### src/rtl/rcv_deframer.sv
// Receive deframer: strips commas, pulses triggers, re-frames CW-delimited blocks, flags structure errors.
// Latency: a word at the inputs in cycle N drives outputs in cycle N+2 (input register + output register).
// Backpressure: none; the link runs at line rate and every output is a pulse or a valid-qualified word.
module rcv_deframer #(
   parameter int ERRW = 16,
   parameter int BLKW = 32
) (
   input  logic            clk,
   input  logic            reset,
   input  logic            rx_ok,
   input  logic [15:0]     rxdata,
   input  logic            rxkchar,
   output logic            trig,
   output logic [15:0]     dout,
   output logic            dvalid,
   output logic            dsop,
   output logic            deop,
   output logic            dabort,
   output logic            err_undr,
   output logic            err_ovr,
   output logic            err_kchar,
   output logic [BLKW-1:0] cnt_blk,
   output logic [ERRW-1:0] cnt_err
);

   localparam logic [15:0] K_COMMA = 16'h00BC;
   localparam logic [15:0] K_TRIG  = 16'h801C;

   typedef enum logic {IDLE, BLOCK} state_t;

   // registered link inputs
   logic        in_ok;
   logic        in_k;
   logic [15:0] in_dat;

   // block tracking
   state_t      state, state_nx;
   logic [8:0]  rem, rem_nx;

   // next values for the registered outputs
   logic        trig_nx, dvalid_nx, dsop_nx, deop_nx, dabort_nx;
   logic        undr_nx, ovr_nx, kerr_nx, blk_inc;
   logic [15:0] dout_nx;

   // word classification of the registered input word
   logic        is_comma, is_trig, is_unk, is_cw, is_data;
   logic [8:0]  cw_len;

   assign is_comma = in_k && (in_dat == K_COMMA);
   assign is_trig  = in_k && (in_dat == K_TRIG);
   assign is_unk   = in_k && !is_comma && !is_trig;
   assign is_cw    = !in_k && in_dat[15];
   assign is_data  = !in_k && !in_dat[15];
   assign cw_len   = in_dat[8:0];

   // input register stage; rx_ok is cleared on reset so nothing is decoded until the link reports lock
   always_ff @(posedge clk) begin
      if (reset) begin
         in_ok  <= 1'b0;
         in_k   <= 1'b0;
         in_dat <= '0;
      end else begin
         in_ok  <= rx_ok;
         in_k   <= rxkchar;
         in_dat <= rxdata;
      end
   end

   // state and remaining-word register
   always_ff @(posedge clk) begin
      if (reset) begin
         state <= IDLE;
         rem   <= '0;
      end else begin
         state <= state_nx;
         rem   <= rem_nx;
      end
   end

   // next-state: CWs always (re)open a block, data counts rem down, link loss or unknown K closes the block
   always_comb begin
      state_nx = state;
      rem_nx   = rem;
      if (!in_ok) begin
         state_nx = IDLE;
         rem_nx   = '0;
      end else if (is_cw) begin
         rem_nx   = cw_len;
         state_nx = (cw_len == 9'd0) ? IDLE : BLOCK;
      end else if (state == BLOCK) begin
         if (is_data) begin
            // rem is always >= 1 while in BLOCK; the guard keeps it from wrapping regardless
            rem_nx = (rem != 9'd0) ? rem - 9'd1 : 9'd0;
            if (rem == 9'd1) begin
               state_nx = IDLE;
            end
         end else if (is_unk) begin
            state_nx = IDLE;
            rem_nx   = '0;
         end
      end
   end

   // output decode: what the registered outputs show next cycle for the current word
   always_comb begin
      trig_nx   = 1'b0;
      dvalid_nx = 1'b0;
      dsop_nx   = 1'b0;
      deop_nx   = 1'b0;
      dabort_nx = 1'b0;
      undr_nx   = 1'b0;
      ovr_nx    = 1'b0;
      kerr_nx   = 1'b0;
      blk_inc   = 1'b0;
      dout_nx   = '0;
      if (!in_ok) begin
         // link lost: everything is ignored, only the open block gets abandoned
         dabort_nx = (state == BLOCK);
      end else begin
         trig_nx = is_trig;
         if (is_cw) begin
            dvalid_nx = 1'b1;
            dsop_nx   = 1'b1;
            dout_nx   = in_dat;
            // a zero-length block completes on its own CW
            deop_nx   = (cw_len == 9'd0);
            blk_inc   = (cw_len == 9'd0);
            // a CW inside a block abandons the old block; the abort refers to the old block,
            // any deop on this cycle refers to the new zero-length one
            if (state == BLOCK) begin
               undr_nx   = 1'b1;
               dabort_nx = 1'b1;
            end
         end else if (is_data) begin
            if (state == BLOCK) begin
               dvalid_nx = 1'b1;
               dout_nx   = in_dat;
               deop_nx   = (rem == 9'd1);
               blk_inc   = (rem == 9'd1);
            end else begin
               ovr_nx = 1'b1;
            end
         end else if (is_unk) begin
            kerr_nx   = 1'b1;
            dabort_nx = (state == BLOCK);
         end
      end
   end

   // registered outputs
   always_ff @(posedge clk) begin
      if (reset) begin
         trig      <= 1'b0;
         dout      <= '0;
         dvalid    <= 1'b0;
         dsop      <= 1'b0;
         deop      <= 1'b0;
         dabort    <= 1'b0;
         err_undr  <= 1'b0;
         err_ovr   <= 1'b0;
         err_kchar <= 1'b0;
      end else begin
         trig      <= trig_nx;
         dout      <= dout_nx;
         dvalid    <= dvalid_nx;
         dsop      <= dsop_nx;
         deop      <= deop_nx;
         dabort    <= dabort_nx;
         err_undr  <= undr_nx;
         err_ovr   <= ovr_nx;
         err_kchar <= kerr_nx;
      end
   end

   // completed-block counter wraps; error counter counts error cycles and sticks at all-ones
   always_ff @(posedge clk) begin
      if (reset) begin
         cnt_blk <= '0;
         cnt_err <= '0;
      end else begin
         if (blk_inc) begin
            cnt_blk <= cnt_blk + 1'b1;
         end
         if ((undr_nx || ovr_nx || kerr_nx) && !(&cnt_err)) begin
            cnt_err <= cnt_err + 1'b1;
         end
      end
   end

endmodule

### config.mk
export PLATFORM = sky130hd
export DESIGN_NAME = rcv_deframer
export DESIGN_NICKNAME = d
export VERILOG_FILES = /design/src/rtl/rcv_deframer.sv
export SDC_FILE = /design/constraint.sdc
export NUM_CORES = 1
export LEC_CHECK = 0
export ABC_AREA = 1
export CAP_MARGIN = 20
export CORE_UTILIZATION = 53
export DETAILED_ROUTE_END_ITERATION = 12
export GPL_TIMING_DRIVEN = 0
export PLACE_DENSITY = 0.81
export SLEW_MARGIN = 20
export SYNTH_ARGS = -nofsm -noshare
export SYNTH_HDL_FRONTEND = slang
export SYNTH_SLANG_ARGS = --single-unit
### constraint.sdc
create_clock -name clk -period 2.4 [get_ports clk]
set_clock_uncertainty 0.2 [all_clocks]
set_input_delay 0.6 -clock clk [delete_from_list [all_inputs] [get_ports clk]]
set_output_delay 0.6 -clock clk [all_outputs]
set_load 0.02 [all_outputs]
Yosys cells after proc, flatten, opt, wreduce, memory -nomap -nowiden

Index checks and enable logic that the tools add are counted.

Register bits: 100
Input port bits: 20
Output and inout port bits: 72

Add/sub/neg operators: 3
Equality and inequality tests: 3
Multiplexer cells: 36
Bitwise operators: 1
Reduce and logical (&&, ||, !) cells: 21

Operators by type and width:

| kind                  | number |
|---|---|
| $mux 16               | 3 |
| $mux 9                | 5 |
| $add 32x1->32 const B | 1 |
| $mux 1                | 28 |
| $add 16x1->16 const B | 1 |
| $eq 16x16->1 const B  | 1 |
| $eq 16x8->1 const B   | 1 |
| $reduce_and 16->1     | 1 |
| $eq 9x1->1 const B    | 1 |
| $logic_not 9->1       | 1 |
| $reduce_bool 9->1     | 1 |
| $sub 9x1->9 const B   | 1 |
| $logic_and 1x1->1     | 7 |
| $logic_not 1->1       | 5 |
| $reduce_bool 3->1     | 1 |
| $logic_or 1x1->1      | 2 |
| $reduce_and 2->1      | 1 |
| $reduce_bool 2->1     | 1 |
| $reduce_or 2->1       | 1 |
| $not 1->1             | 1 |

Depth between registers and ports, before layout

Word-level depth: 11
Depth in mapped cells: 11
Mapped depth without buffers: 11

Worst setup path before layout

No wires, ideal clock.

Kind: reg2reg
From: register cnt_blk[0]
To: register cnt_blk[16]
Library setup time: 0.132 ns
Arrival time: 1.626 ns
Slack: 0.441 ns
Cell stages (with the launch flop): 10
Cells stage by stage: dfxtp_1 > ha_1 > inv_1 > nor2_4 > nand2_2 > nor2_1 > nand3_1 > xor2_1 > nand2_1 > a21oi_1

Cells in the longest elaborated chain, start to end: 1

RTL lines:

| what                   | RTL line | RTL |
|---|---|---|
| from (decl)            | 22       | `output logic [BLKW-1:0] cnt_blk,` |
| from (signal assigned) | 182      | `cnt_blk <= cnt_blk + 1'b1;` |
| $add 32x1->32          | 182      |  |

No other way between the ends.
A chain may end at the register's enable or synchronous reset.

Worst setup path in the final report

From: register cnt_blk[2]
To: output port cnt_blk[2]

No word-level cell between the ends.

==> impl_results.md <==
* Switching share of power at 0.268
* Largest net degree at the start of global routing at 21
* Die Y at 98.9 um
* Critical Path Slowest Stage Cell: clkdlybuf4s50_1
* Yosys top cell area share at 0.402
* Syn_area_per_cell at 6.80 sq um
* Logic pwr share at 0.065
* Detailed Route WL at 12.7 mm
* Clock Tree Buf Depth at 2
* Ys flop type: dfxtp_1
* Clock share of power at 0.361
* Sequential element share of the synthesized area at 0.402
* Detail Placement HPWL at 9.79 mm
* Number of vias per cell at 5.20
* Most instantiated cells after synthesis: nand2_1 (198), nor2_1 (110), dfxtp_1 (100)
* Fmax at around 0.43 GHz
* Worst Setup End Kind: output pin
* Max Cap Violations at 0
* Detailed-route DRC error count at 0
* Crit path depth at 1
* # port buffers at 91
* Hold Path Stages at 2
* Die ar. at 9780 sq um
* H-tree depth at 3
* Routed length per instance at 13.4 um
* Syn-to-layout area delta at 25.1%
* Cell Area, Synth at 4980 sq um
* Clk pin slew, worst setup/hold paths at roughly 0.11 ns
* CP cell instances: clkdlybuf4s50_1
* Post-synthesis cell type count at 30
* Initial drt markers at 220
* Pwr Total at 2960 uW
* Vias in the first global route at approximately 4700
* Worst setup path class: flip-flop to output pin
* CP top delay family: buffers and inverters
* Hold Crit Class: flip-flop to flip-flop
* Max Slew Vio Count at 0
* Chip Width at 98.9 um
* Synth Register Bits at 100
* Endpoints failing hold at 0
* TritonCTS clock tree: done
* IO Pins at 92
* Final period utilization at 0.977
* CTS root buffer: clkbuf_8
* Crit path max fanout at 7
* Top post-synthesis cells by area: dfxtp_1 (40%), nand2_1 (15%), nor2_1 (8.3%), inv_1 (6.6%), a21oi_1 (4.8%)
* Nets@finish at 858
* Fraction of layout cells with a size suffix above 1 at 0.0739
* Final setup viols at 0
* FF-to-FF path depth at 9
* CTS Sinks at 100
* Drt pass-1 iters at 5
* Clock Latency Late Sink at about 0.38 ns
* Status: finished, final reports clean
* Worst vdd ir at 0.363 mV
* Post-synthesis instance total at 732
* Setup repair bufs after CTS at 0
* Worst path required time at 1.60 ns
* Core Footprint at 8890 sq um
* Power per Cell Area at 476 nW/um^2
* GP Congestion at 0.966
* Worst setup SP type: flip-flop
* Hold Buf Count CTS at 0
* Area leader, netlist: dfxtp_1
* Final core occ at 0.700
* Leak Pwr at 0.00236 uW
* GRT Total Usage at 0.274
* Max transition margin at 0.534
* Min Tclk post-route at approximately 2.3 ns
* Crit path buffers/inverters at 1
* Initial antenna violation count at 0
* Rows at 34
* CP max stage delay at 0.69 ns
* Slew at the pin closest to its max-slew limit at ~0.70 ns
* P_int at 2170 uW
* Post-Syn Nets at between 700 and 800
* Vias at 4922
* Sw Pwr at between 700 and 800 uW
* CP arrival at 1.54 ns
* Unrepaired setup endpoints after global routing: false
* First-pass GRT wire length at about 21 mm
* Post-route cell area at a little over 6000 sq um
* Sequential Power Share at 0.573
* Num CTS Buffers at 9
* Most frequent cell after synthesis: nand2_1
* Async S/R FF share, synth at 0
* Grt ovf at 0
* N_diodes at 0
* Placed cell area at 6020 sq um
* Yosys warns at 0
* Post-DRT Antenna Nets at 0
* Initial Utilization at 0.560
* Number of synthesized flops with an enable pin at 0
## worst register-to-register path: cells and delay by family, from the launching register on
family                   cells  cell delay, ns
adder cells (fa/ha/maj)      1            0.27
AND/OR/NAND/NOR              5            0.76
XOR/XNOR                     1            0.22
flip-flops                   1            0.48
buffers and inverters        1            0.14
AO/OA/AOI/OAI                1            0.12
## per-layer routing
metal  track usage  vias to the layer above  wire [um]
met3        0.0376                       23        686
met4         0.108                        0        271
met5             0                        -          0
li1              -                     2485          -
met1         0.365                     2252       5920
met2         0.448                      162       5840
## flip-flops by register name (all words and copies together), names as in the netlist, 9 cells and up
signal / cells
cnt_blk: 32
rem: 9
in_dat: 16
cnt_err: 16
dout: 16
## cells by family after synthesis
logic type / count (synthesis) / synth area share
simple gates: 410 / 0.354
buf+inv: 109 / 0.0898
flops: 100 / 0.402
compound gates: 75 / 0.0837
xor+xnor: 34 / 0.0598
fa+ha+maj: 4 / 0.0101
## cells in the final DEF, fill, tap and decap left out, types with 2 or more instances in the layout
cell type	instances
a21oi_1	48
a21oi_2	10
buf_1	3
buf_2	2
buf_4	5
clkbuf_1	9
clkbuf_8	9
clkdlybuf4s50_1	91
dfxtp_1	98
dfxtp_2	2
ha_1	4
inv_1	87
inv_2	2
inv_8	3
nand2_1	198
nand2_2	12
nand2_4	2
nand3_1	46
nand3_2	2
nand3b_1	7
nand4_1	10
nor2_1	109
nor2_2	5
nor3_1	16
o21ai_0	12
o21ai_1	3
xnor2_1	10
xor2_1	24
## power groups by stage
stage	sequential [uW]	combinational, uW	clock (uW)
floorplan	1740	108	0
global placement	1740	187	0
detailed placement	1740	193	0
CTS	1700	194	1100
global route	1700	211	1160
finish	1700	193	1070
## worst paths after layout
path / startpoint / end / slack [ns]
worst max-delay path: cnt_blk[2]$_SDFFE_PP0P_ / cnt_blk[2] / 0.06
worst max register to register: cnt_blk[1]$_SDFFE_PP0P_ / cnt_blk[16]$_SDFFE_PP0P_ / 0.17
worst min-delay path: in_dat[11]$_SDFF_PP0_ / dout[11]$_SDFF_PP0_ / 0.23
worst min register to register: in_dat[11]$_SDFF_PP0_ / dout[11]$_SDFF_PP0_ / 0.23
## through the flow
step	setup WS (ns)	hold slack (ns)	TNS, ns	instances
after floorplan	0.441	0.208	0	732
after global placement	-0.0225	0.215	-0.172	931
after detailed placement	-0.0814	0.220	-0.655	931
after CTS	0.0748	0.237	0	947
after global routing	0.00526	0.257	0	947
final	0.0556	0.233	0	947
## repair_timing
| action | CTS | global route |
|---|---|---|
| gates resized for setup | 0 | 3 |
| setup endpoints to repair | 0 | 2 |
| endpoints found under the hold margin | 0 | 0 |
## final cells by class
| cell class | instances | area, sq um |
|---|---|---|
| timing repair buffer | 91 | 911 |
| tap | 108 | 135 |
| inverter | 89 | 334 |
| multi-input combinational | 523 | 2530 |
| fill | 790 | 2670 |
| sequential | 100 | 2000 |
| buffer | 20 | 113 |
| clock buffer | 9 | 124 |
| clock inverter | 7 | 75.1 |
No activity file was read; power rests on OpenSTA's default activity.
